`src/rtl/i2c_slave_ram_sequencer.sv`:
```
// i2c_slave_ram_sequencer
// Transaction sequencer between the I2C slave byte engine and the I2C RAM
// controller. Decodes the slave-address byte, decides ACK/NACK, loads a 5-bit
// register pointer, writes master data into Remote RAM and feeds master reads
// from Local RAM.
//
// Optional feature macro: I2C_SEQ_AUTOINC_EN
//   defined   - pointer increments after every WRITE byte and every served TxReq
//   undefined - pointer changes only in PTR state or on reset
//
// Ports:
//   clk, rst_n          clock (rising edge), asynchronous active-low reset
//   Start, Stop         one-cycle bus condition pulses from the byte engine
//   RxByte, RxValid     received byte and its strobe
//   Ack                 registered ACK decision for the last received byte
//   TxReq, TxNack       engine requests next tx byte / master NACKed last byte
//   TxByte, TxValid     byte to transmit and its one-cycle update strobe
//   RemoteRAM_WADD/DIN/W  Remote RAM write port (registered, one-cycle strobe)
//   LocalRAM_RADD/DOUT  Local RAM read port (address = pointer, 1-cycle latency)
//   Busy                high whenever the sequencer is not IDLE
module i2c_slave_ram_sequencer #(
  parameter logic [6:0] SLAVE_ADDR = 7'h42
) (
  input  logic       clk,
  input  logic       rst_n,
  input  logic       Start,
  input  logic       Stop,
  input  logic [7:0] RxByte,
  input  logic       RxValid,
  output logic       Ack,
  input  logic       TxReq,
  input  logic       TxNack,
  output logic [7:0] TxByte,
  output logic       TxValid,
  output logic [4:0] RemoteRAM_WADD,
  output logic [7:0] RemoteRAM_DIN,
  output logic       RemoteRAM_W,
  output logic [4:0] LocalRAM_RADD,
  input  logic [7:0] LocalRAM_DOUT,
  output logic       Busy
);

  localparam int unsigned PTR_W  = 5;
  localparam int unsigned BYTE_W = 8;

  typedef enum logic [2:0] {
    S_IDLE,
    S_ADDR,
    S_PTR,
    S_WRITE,
    S_READ,
    S_IGNORE
  } state_t;

  state_t              state, state_d;
  logic [PTR_W-1:0]    ptr, ptr_d, ptr_inc;
  logic                ack_q, ack_d;
  logic [BYTE_W-1:0]   tx_byte_q, tx_byte_d;
  logic                tx_valid_q, tx_valid_d;
  logic                ram_w_q, ram_w_d;
  logic [PTR_W-1:0]    wadd_q, wadd_d;
  logic [BYTE_W-1:0]   din_q, din_d;
  logic                busy_q, busy_d;
  // TxReq seen last edge; data is taken from LocalRAM_DOUT on the next edge
  logic                tx_pend, tx_pend_d;

  // Pointer advance, or hold when auto-increment is not built in
`ifdef I2C_SEQ_AUTOINC_EN
  assign ptr_inc = ptr + PTR_W'(1);
`else
  assign ptr_inc = ptr;
`endif

  // State and output registers
  always_ff @(posedge clk or negedge rst_n) begin
    if (!rst_n) begin
      state      <= S_IDLE;
      ptr        <= '0;
      ack_q      <= 1'b0;
      tx_byte_q  <= '0;
      tx_valid_q <= 1'b0;
      ram_w_q    <= 1'b0;
      wadd_q     <= '0;
      din_q      <= '0;
      busy_q     <= 1'b0;
      tx_pend    <= 1'b0;
    end else begin
      state      <= state_d;
      ptr        <= ptr_d;
      ack_q      <= ack_d;
      tx_byte_q  <= tx_byte_d;
      tx_valid_q <= tx_valid_d;
      ram_w_q    <= ram_w_d;
      wadd_q     <= wadd_d;
      din_q      <= din_d;
      busy_q     <= busy_d;
      tx_pend    <= tx_pend_d;
    end
  end

  // Next-state and next-output logic; Start beats Stop, both beat data strobes
  always_comb begin
    state_d    = state;
    ptr_d      = ptr;
    ack_d      = ack_q;
    tx_byte_d  = tx_byte_q;
    tx_valid_d = 1'b0;
    ram_w_d    = 1'b0;
    wadd_d     = wadd_q;
    din_d      = din_q;
    tx_pend_d  = 1'b0;

    if (Start) begin
      state_d = S_ADDR;
      ack_d   = 1'b0;
    end else if (Stop) begin
      state_d = S_IDLE;
      ack_d   = 1'b0;
    end else begin
      // Second edge of a read: RAM data now reflects the pointer sampled with TxReq
      if (tx_pend) begin
        tx_byte_d  = LocalRAM_DOUT;
        tx_valid_d = 1'b1;
        ptr_d      = ptr_inc;
      end

      unique case (state)
        S_ADDR: begin
          if (RxValid) begin
            if (RxByte[7:1] == SLAVE_ADDR) begin
              ack_d   = 1'b1;
              state_d = RxByte[0] ? S_READ : S_PTR;
            end else begin
              ack_d   = 1'b0;
              state_d = S_IGNORE;
            end
          end
        end
        S_PTR: begin
          if (RxValid) begin
            ptr_d   = RxByte[PTR_W-1:0];
            ack_d   = 1'b1;
            state_d = S_WRITE;
          end
        end
        S_WRITE: begin
          if (RxValid) begin
            ram_w_d = 1'b1;
            wadd_d  = ptr;
            din_d   = RxByte;
            ack_d   = 1'b1;
            ptr_d   = ptr_inc;
          end
        end
        S_READ: begin
          if (TxNack) begin
            state_d = S_IGNORE;
          end else if (TxReq) begin
            tx_pend_d = 1'b1;
          end
          if (RxValid) ack_d = 1'b0;
        end
        default: begin
          // IDLE and IGNORE refuse every byte
          if (RxValid) ack_d = 1'b0;
        end
      endcase
    end

    busy_d = (state_d != S_IDLE);
  end

  assign Ack            = ack_q;
  assign TxByte         = tx_byte_q;
  assign TxValid        = tx_valid_q;
  assign RemoteRAM_W    = ram_w_q;
  assign RemoteRAM_WADD = wadd_q;
  assign RemoteRAM_DIN  = din_q;
  assign LocalRAM_RADD  = ptr;
  assign Busy           = busy_q;

endmodule

```
`config.mk`:
```
export PLATFORM = sky130hd
export DESIGN_NAME = i2c_slave_ram_sequencer
export DESIGN_NICKNAME = d
export VERILOG_FILES = /design/src/rtl/i2c_slave_ram_sequencer.sv
export SDC_FILE = /design/constraint.sdc
export NUM_CORES = 1
export LEC_CHECK = 0
export CAP_MARGIN = 20
export CORE_MARGIN = 3
export CORE_UTILIZATION = 43
export DETAILED_ROUTE_END_ITERATION = 12
export GPL_ROUTABILITY_DRIVEN = 0
export HOLD_SLACK_MARGIN = 0.06
export PLACE_DENSITY = 0.81
export SKIP_CTS_REPAIR_TIMING = 1
export SLEW_MARGIN = 40
export SYNTH_ARGS = -nofsm -noshare
export SYNTH_HDL_FRONTEND = slang
export SYNTH_SLANG_ARGS = --single-unit
```
`constraint.sdc`:
```
create_clock -name clk -period 1.8 [get_ports clk]
set_input_delay 0.27 -clock clk [delete_from_list [all_inputs] [get_ports clk]]
set_output_delay 0.27 -clock clk [all_outputs]
set_load 0.02 [all_outputs]
```
==> impl_metrics.yaml, run 1 <==
status:
  outcome: "completed"
worst_setup_path:
  max_stage_delay_ns: 0.44
  cp_slowest_cell: "clkdlybuf4s50_1"
  crit_path_end_kind: "flip-flop"
  critical_path_class: "in2reg"
  worstPathMaxFanout: 3
  crit_buf_inv: 1
  path_cells: "clkdlybuf4s50_1, nor4b_2, nand4_1, a311o_1, or3_1"
  cp_top_family: "simple AND/OR/NAND/NOR gates"
  cp.arrival_ns: 1.87
  worstPathRequired_ns: 2.01
  cp-start-kind: "input port"
synth:
  seq_area_frac_synth_pct: 60.55
  synth_nets: 117
  syn_area_sq_um: 1405
  avgSynthCellArea_sq_um: 14.95
  ys_ff_latch: 34
  async_flop_share_pct: 100.0
  synth_top_area_cell: "dfrtp_1"
  synthFlopType: "dfrtp_1"
  synth_top_area_share_pct: 60.55
  yosys-top-cells-area: "dfrtp_1 (61%), mux2_4 (9.6%), mux2_1 (9.6%), mux2_2 (4.0%), nor4_4 (1.5%)"
  postSynthCellCount: 94
  synth_cell_type_count: 27
  synth_edf_count: 0
  yosys.cell_count.top_type: "dfrtp_1"
  ys_warn_count: 0
  synthTopCellsByCount: "dfrtp_1 (34), mux2_1 (12), mux2_4 (9)"
global_routing:
  grt_pass1_wl_microns: 5168
  grt_usage_pct: 16.80
  grt_overflow: 0
  antenna_found_initial: 0
  grt_start_max_net_pins: 35
  first_global_vias: 1115
timing:
  fin_worst_skew_ns: 0.003592
  period_minus_slack_ns: 1.658
  timing.hold.ws_ns: 0.3367
  relSlewSlack_pct: 72.21
  setup_slack_ns: 0.1416
  setup_tns_ns: 0
  finalSetupViolCount: 0
  hold_viol_final: 0
  period_share_pct: 92.13
  rsz0062_at_grt: "no"
  max_freq_mhz: 603.0
  tightest_slew_ns: 0.4168
  drv_slew: 0
floorplan:
  core_sq_um: 3078
  die-area_sq_um: 3990
  io_pins: 53
  die_w_microns: 63.17
  row_count: 20
  start_util_pct: 45.65
  die_h_microns: 63.17
job:
  max-cap-violations: 0
routing:
  vias: 997
  wl_per_cell_microns: 15.04
  vias_per_cell: 4.887
  final_antenna_net_count: 0
  drtIter0Drc: 24
  drc: 0
  first_pass_iters: 4
  wl_microns: 3068
pwr:
  comb_power_share_pct: 9.3
  seqPwrFrac_pct: 58.8
  p_int_mw: 1.030
  clkPwrFrac_pct: 31.9
  power_switching_mw: 0.2962
  p_total_mw: 1.326
  power_leakage_nw: 0.9927
  netSwitchingFraction_pct: 22.33
  ir_worst_vdd_uv: 429.7
  p_per_area_nw_per_um2: 632.5
finish:
  fin_util_pct: 68.13
  area_growth_pct: 49.24
  num-fill-cells: 234
  drive_gt1_share_pct: 20.63
  antenna_cells: 0
  fin_cells: 204
  final_nets: 182
  stdcell_area_sq_um: 2097
cts:
  cts_made_buffers: 5
  root_buffer: "clkbuf_4"
  htreeDepth: 2
  cts_buffer_depth: 2
  clkTransAtPathRegs_ns: 0.10
  tritoncts: "built"
  tritoncts_num_sinks: 34
  clk_latency_ns: 0.33
worst_hold_path:
  hold_path.class: "in2async"
placement:
  portBuffers: 52
  dp_hpwl_microns: 2342
  place_ws_ns: -0.2059
  detailed_place.area_sq_um: 2037
  placedCellCount: 196
==> cell families after synthesis <==
group                  after synthesis  synth area share [%]
and+or+nand+nor                     24                 11.49
AOI/OAI and AO/OA                    7                 3.294
DFF                                 34                 60.55
buffers and inverters                3                 1.424
muxes                               26                 23.24
==> sequential cells by signal, indices dropped and copies added, names as in the netlist <==
| name | flops |
|---|---|
| RemoteRAM_WADD | 5 |
| tx_pend | 1 |
| RemoteRAM_W | 1 |
| Busy | 1 |
| TxValid | 1 |
| state | 3 |
| TxByte | 8 |
| RemoteRAM_DIN | 8 |
| LocalRAM_RADD | 5 |
| Ack | 1 |
==> final cells by class <==
cell class	instances	area (sq um)	share of cell area [%]
Inverter	1	3.754	0.1790
Tap cell	44	55.05	2.625
Multi-Input combinational cell	57	534.3	25.48
Timing Repair Buffer	60	593.1	28.28
Clock inverter	1	5.005	0.2387
Clock buffer	7	55.05	2.625
Sequential cell	34	850.8	40.57
==> routing by layer <==
layer / global-route usage, % / share of wire (%) / up-vias
met5: 0 / 0 / -
met4: 6.887 / 0.85 / 0
met3: 6.061 / 7.8 / 6
li1: - / - / 465
met1: 17.61 / 37 / 484
met2: 30.17 / 54 / 42
==> power groups by stage <==
stage | Combinational (mW) | Clock (mW) | Sequential (mW)
global placement | 0.119 | 0 | 0.795
finish | 0.123 | 0.424 | 0.780
global route | 0.133 | 0.476 | 0.782
CTS | 0.124 | 0.437 | 0.780
detailed placement | 0.122 | 0 | 0.795
floorplan | 0.0191 | 0 | 0.801
==> worst reg2reg max path: stages, from the launching register on <==
cell	delay (ns)
dfrtp_1	0.45
nand3b_1	0.27
nor3_2	0.18
nand2_2	0.09
buf_12	0.17
mux2_1	0.31
==> cell usage in the layout (no fill, tap or decap), types with 2 or more instances in the layout <==
cell | synthesis | final
buf_4 | 0 | 7
clkbuf_4 | 0 | 5
clkdlybuf4s50_1 | 0 | 52
dfrtp_1 | 34 | 34
mux2_1 | 12 | 12
mux2_2 | 5 | 5
mux2_4 | 9 | 9
nand2_1 | 3 | 3
nand2b_1 | 2 | 2
nand3b_1 | 2 | 2
nor2_1 | 5 | 5
nor2b_1 | 3 | 3
o21ai_1 | 2 | 2
==> final timing paths <==
path                                start           endpoint  slack (ns)  cells past startpoint
worst max-delay path            RxByte[3]               Busy        0.14                      5
worst min register to register  TxByte[6]          TxByte[6]        0.49                      1
worst max register to register   state[2]  RemoteRAM_WADD[4]        0.22                      5
worst min-delay path                rst_n        RemoteRAM_W        0.34                      2
max in group asynchronous           rst_n  RemoteRAM_WADD[1]        1.16                      2
min in group clk                TxByte[6]          TxByte[6]        0.49                      1
No activity file was read; power rests on OpenSTA's default activity.
==> run 2: changes to the inputs <==
SKIP_LAST_GASP = 1   (was unset)
==> results of run 2 <==
The final DEF is identical to that of run 1; final timing and power are the same.
==> run 3: changes to the inputs <==
CORE_ASPECT_RATIO = 0.9   (was unset)
CTS_BUF_LIST = sky130_fd_sc_hd__clkbuf_16   (was unset)
==> run 3 against run 2 <==
  * Die area about the same
  * First-iteration DRC count is 8.3% lower
  * Worst hold slack gained 0.068 ns
  * Clock-buffer cell count is 2 lower
  * Final cell count decreased by 1.5%
  * Clock skew increased by 0.0013 ns
  * Setup slack worse by 0.084 ns
  * Clock power grew 80%
  * Sequential share of layout area fell by 1.3 points
  * Total power is 26% higher
  * Highest routed layer unchanged
==> impl_metrics.yaml, run 3 (synthesis gave the netlist of run 1 again) <==
pwr:
  comb_power_share_pct: 7.2
  p_per_area_nw_per_um2: 769.9
  clkPwrFrac_pct: 45.8
  seqPwrFrac_pct: 46.9
  p_total_mw: 1.668
  power_switching_mw: 0.3323
  ir_worst_vdd_uv: 589.9
  power_leakage_nw: 1.030
  p_int_mw: 1.336
  netSwitchingFraction_pct: 19.91
timing:
  max_freq_mhz: 574.0
  period_minus_slack_ns: 1.742
  rsz0062_at_grt: "no"
  drv_slew: 0
  fin_worst_skew_ns: 0.004848
  period_share_pct: 96.78
  finalSetupViolCount: 0
  hold_viol_final: 0
  setup_slack_ns: 0.05788
  relSlewSlack_pct: 72.87
  tightest_slew_ns: 0.4070
  setup_tns_ns: 0
placement:
  placedCellCount: 193
  dp_hpwl_microns: 2126
  place_ws_ns: -0.2107
  portBuffers: 52
finish:
  drive_gt1_share_pct: 19.50
  layout.cells.most_common: "clkdlybuf4s50_1"
  final_cell_mix: "clkdlybuf4s50_1 (52), dfrtp_1 (34), mux2_1 (12)"
  area_growth_pct: 54.23
  final_nets: 182
  num-fill-cells: 234
  fin_cells: 201
  antenna_cells: 0
worst_setup_path:
  cp_top_family: "simple AND/OR/NAND/NOR gates"
  path_cells: "clkdlybuf4s50_1, nor4b_2, nand4_1, a311o_1, or3_1"
  worstPathRequired_ns: 1.94
  max_stage_delay_ns: 0.44
  critical_path_class: "in2reg"
  cp_slowest_cell: "clkdlybuf4s50_1"
  cp.arrival_ns: 1.89
  crit_buf_inv: 1
  cp-start-kind: "input port"
  crit_path_end_kind: "flip-flop"
  worstPathMaxFanout: 4
routing:
  final_antenna_net_count: 0
  wl_per_cell_microns: 14.66
  vias: 1007
  drc: 0
  vias_per_cell: 5.010
  drtIter0Drc: 22
  wl_microns: 2946
  first_pass_iters: 4
floorplan:
  die_w_microns: 66.26
  die_h_microns: 60.23
  start_util_pct: 45.47
  die-area_sq_um: 3991
  row_count: 19
  io_pins: 53
  core_sq_um: 3090
global_routing:
  grt_usage_pct: 16.58
  first_global_vias: 1020
  antenna_found_initial: 0
  grt_pass1_wl_microns: 4830
  grt_overflow: 0
  grt_start_max_net_pins: 35
cts:
  htreeDepth: 2
  tritoncts_num_sinks: 34
  clk_latency_ns: 0.27
  tritoncts: "built"
  root_buffer: "clkbuf_16"
  cts_buffer_depth: 2
  cts_made_buffers: 5
  clkTransAtPathRegs_ns: 0.05
status:
  outcome: "completed"
worst_hold_path:
  hold_path.class: "in2async"
job:
  max-cap-violations: 0
[run 3: cell types whose count changed in the layout (fill, tap and decap cells not counted)]
cell and change:
clkbuf_8 -1, inv_1 +2, clkinv_2 -1, clkbuf_1 -1
clkbuf_4 -5, clkbuf_16 +5
[run 3: final timing paths]
| path | slack (ns) | cells past startpoint | end | startpoint |
|---|---|---|---|---|
| max | 0.06 | 5 | Busy | RxByte[6] |
| min | 0.40 | 2 | LocalRAM_RADD[0] | rst_n |
| max reg2reg | 0.18 | 5 | RemoteRAM_DIN[7] | state[2] |
| min reg2reg | 0.48 | 1 | TxByte[3] | TxByte[3] |
| max in group asynchronous | 1.11 | 2 | state[2] | rst_n |
| min in group clk | 0.48 | 1 | TxByte[3] | TxByte[3] |
[run 3: cell type report]
| cell class | count | area, sq um | area share [%] |
|---|---|---|---|
| Clock inverter | 2 | 7.507 | 0.3464 |
| Timing Repair Buffer | 60 | 593.1 | 27.37 |
| Inverter | 1 | 3.754 | 0.1732 |
| Tap cell | 42 | 52.55 | 2.425 |
| Clock buffer | 5 | 125.1 | 5.774 |
| Sequential cell | 34 | 850.8 | 39.26 |
| Multi-Input combinational cell | 57 | 534.3 | 24.65 |
[run 3: power groups by stage]
| stage | Combinational, mW | Sequential, mW | Clock, mW |
|---|---|---|---|
| 2_1_floorplan | 0.0191 | 0.801 | 0 |
| 3_3_place_gp | 0.119 | 0.795 | 0 |
| 3_5_place_dp | 0.122 | 0.795 | 0 |
| 4_1_cts | 0.122 | 0.783 | 0.776 |
| 5_1_grt | 0.132 | 0.783 | 0.816 |
| 6_report | 0.120 | 0.783 | 0.765 |
[run 3: worst register-to-register path, cell delays in order (launching register included)]
cell and delay [ns]:
dfrtp_1 0.44, nand3b_1 0.29, nor3_2 0.19, nand2_2 0.09
buf_12 0.17, mux2_1 0.32
[run 3: stage by stage]
| step | hold WS [ns] | utilization (%) | cell area, sq um |
|---|---|---|---|
| after detailed placement | 0.4753 | 65.59 | 2027 |
| after CTS | 0.4168 | 69.88 | 2160 |
| after floorplan | -0.02559 | - | 1405 |
| final | 0.4045 | 70.12 | 2167 |
| after global routing | 0.4478 | 70.12 | 2167 |
| after global placement | 0.4678 | 65.59 | 2027 |
[run 3: metal layers]
| layer | track usage, % | up-vias | wire length [microns] |
|---|---|---|---|
| met5 | 0 | - | 0 |
| met4 | 7.826 | 0 | 61 |
| met3 | 7.519 | 8 | 329 |
| met2 | 25.46 | 49 | 1289 |
| met1 | 19.90 | 482 | 1265 |
| li1 | - | 468 | - |
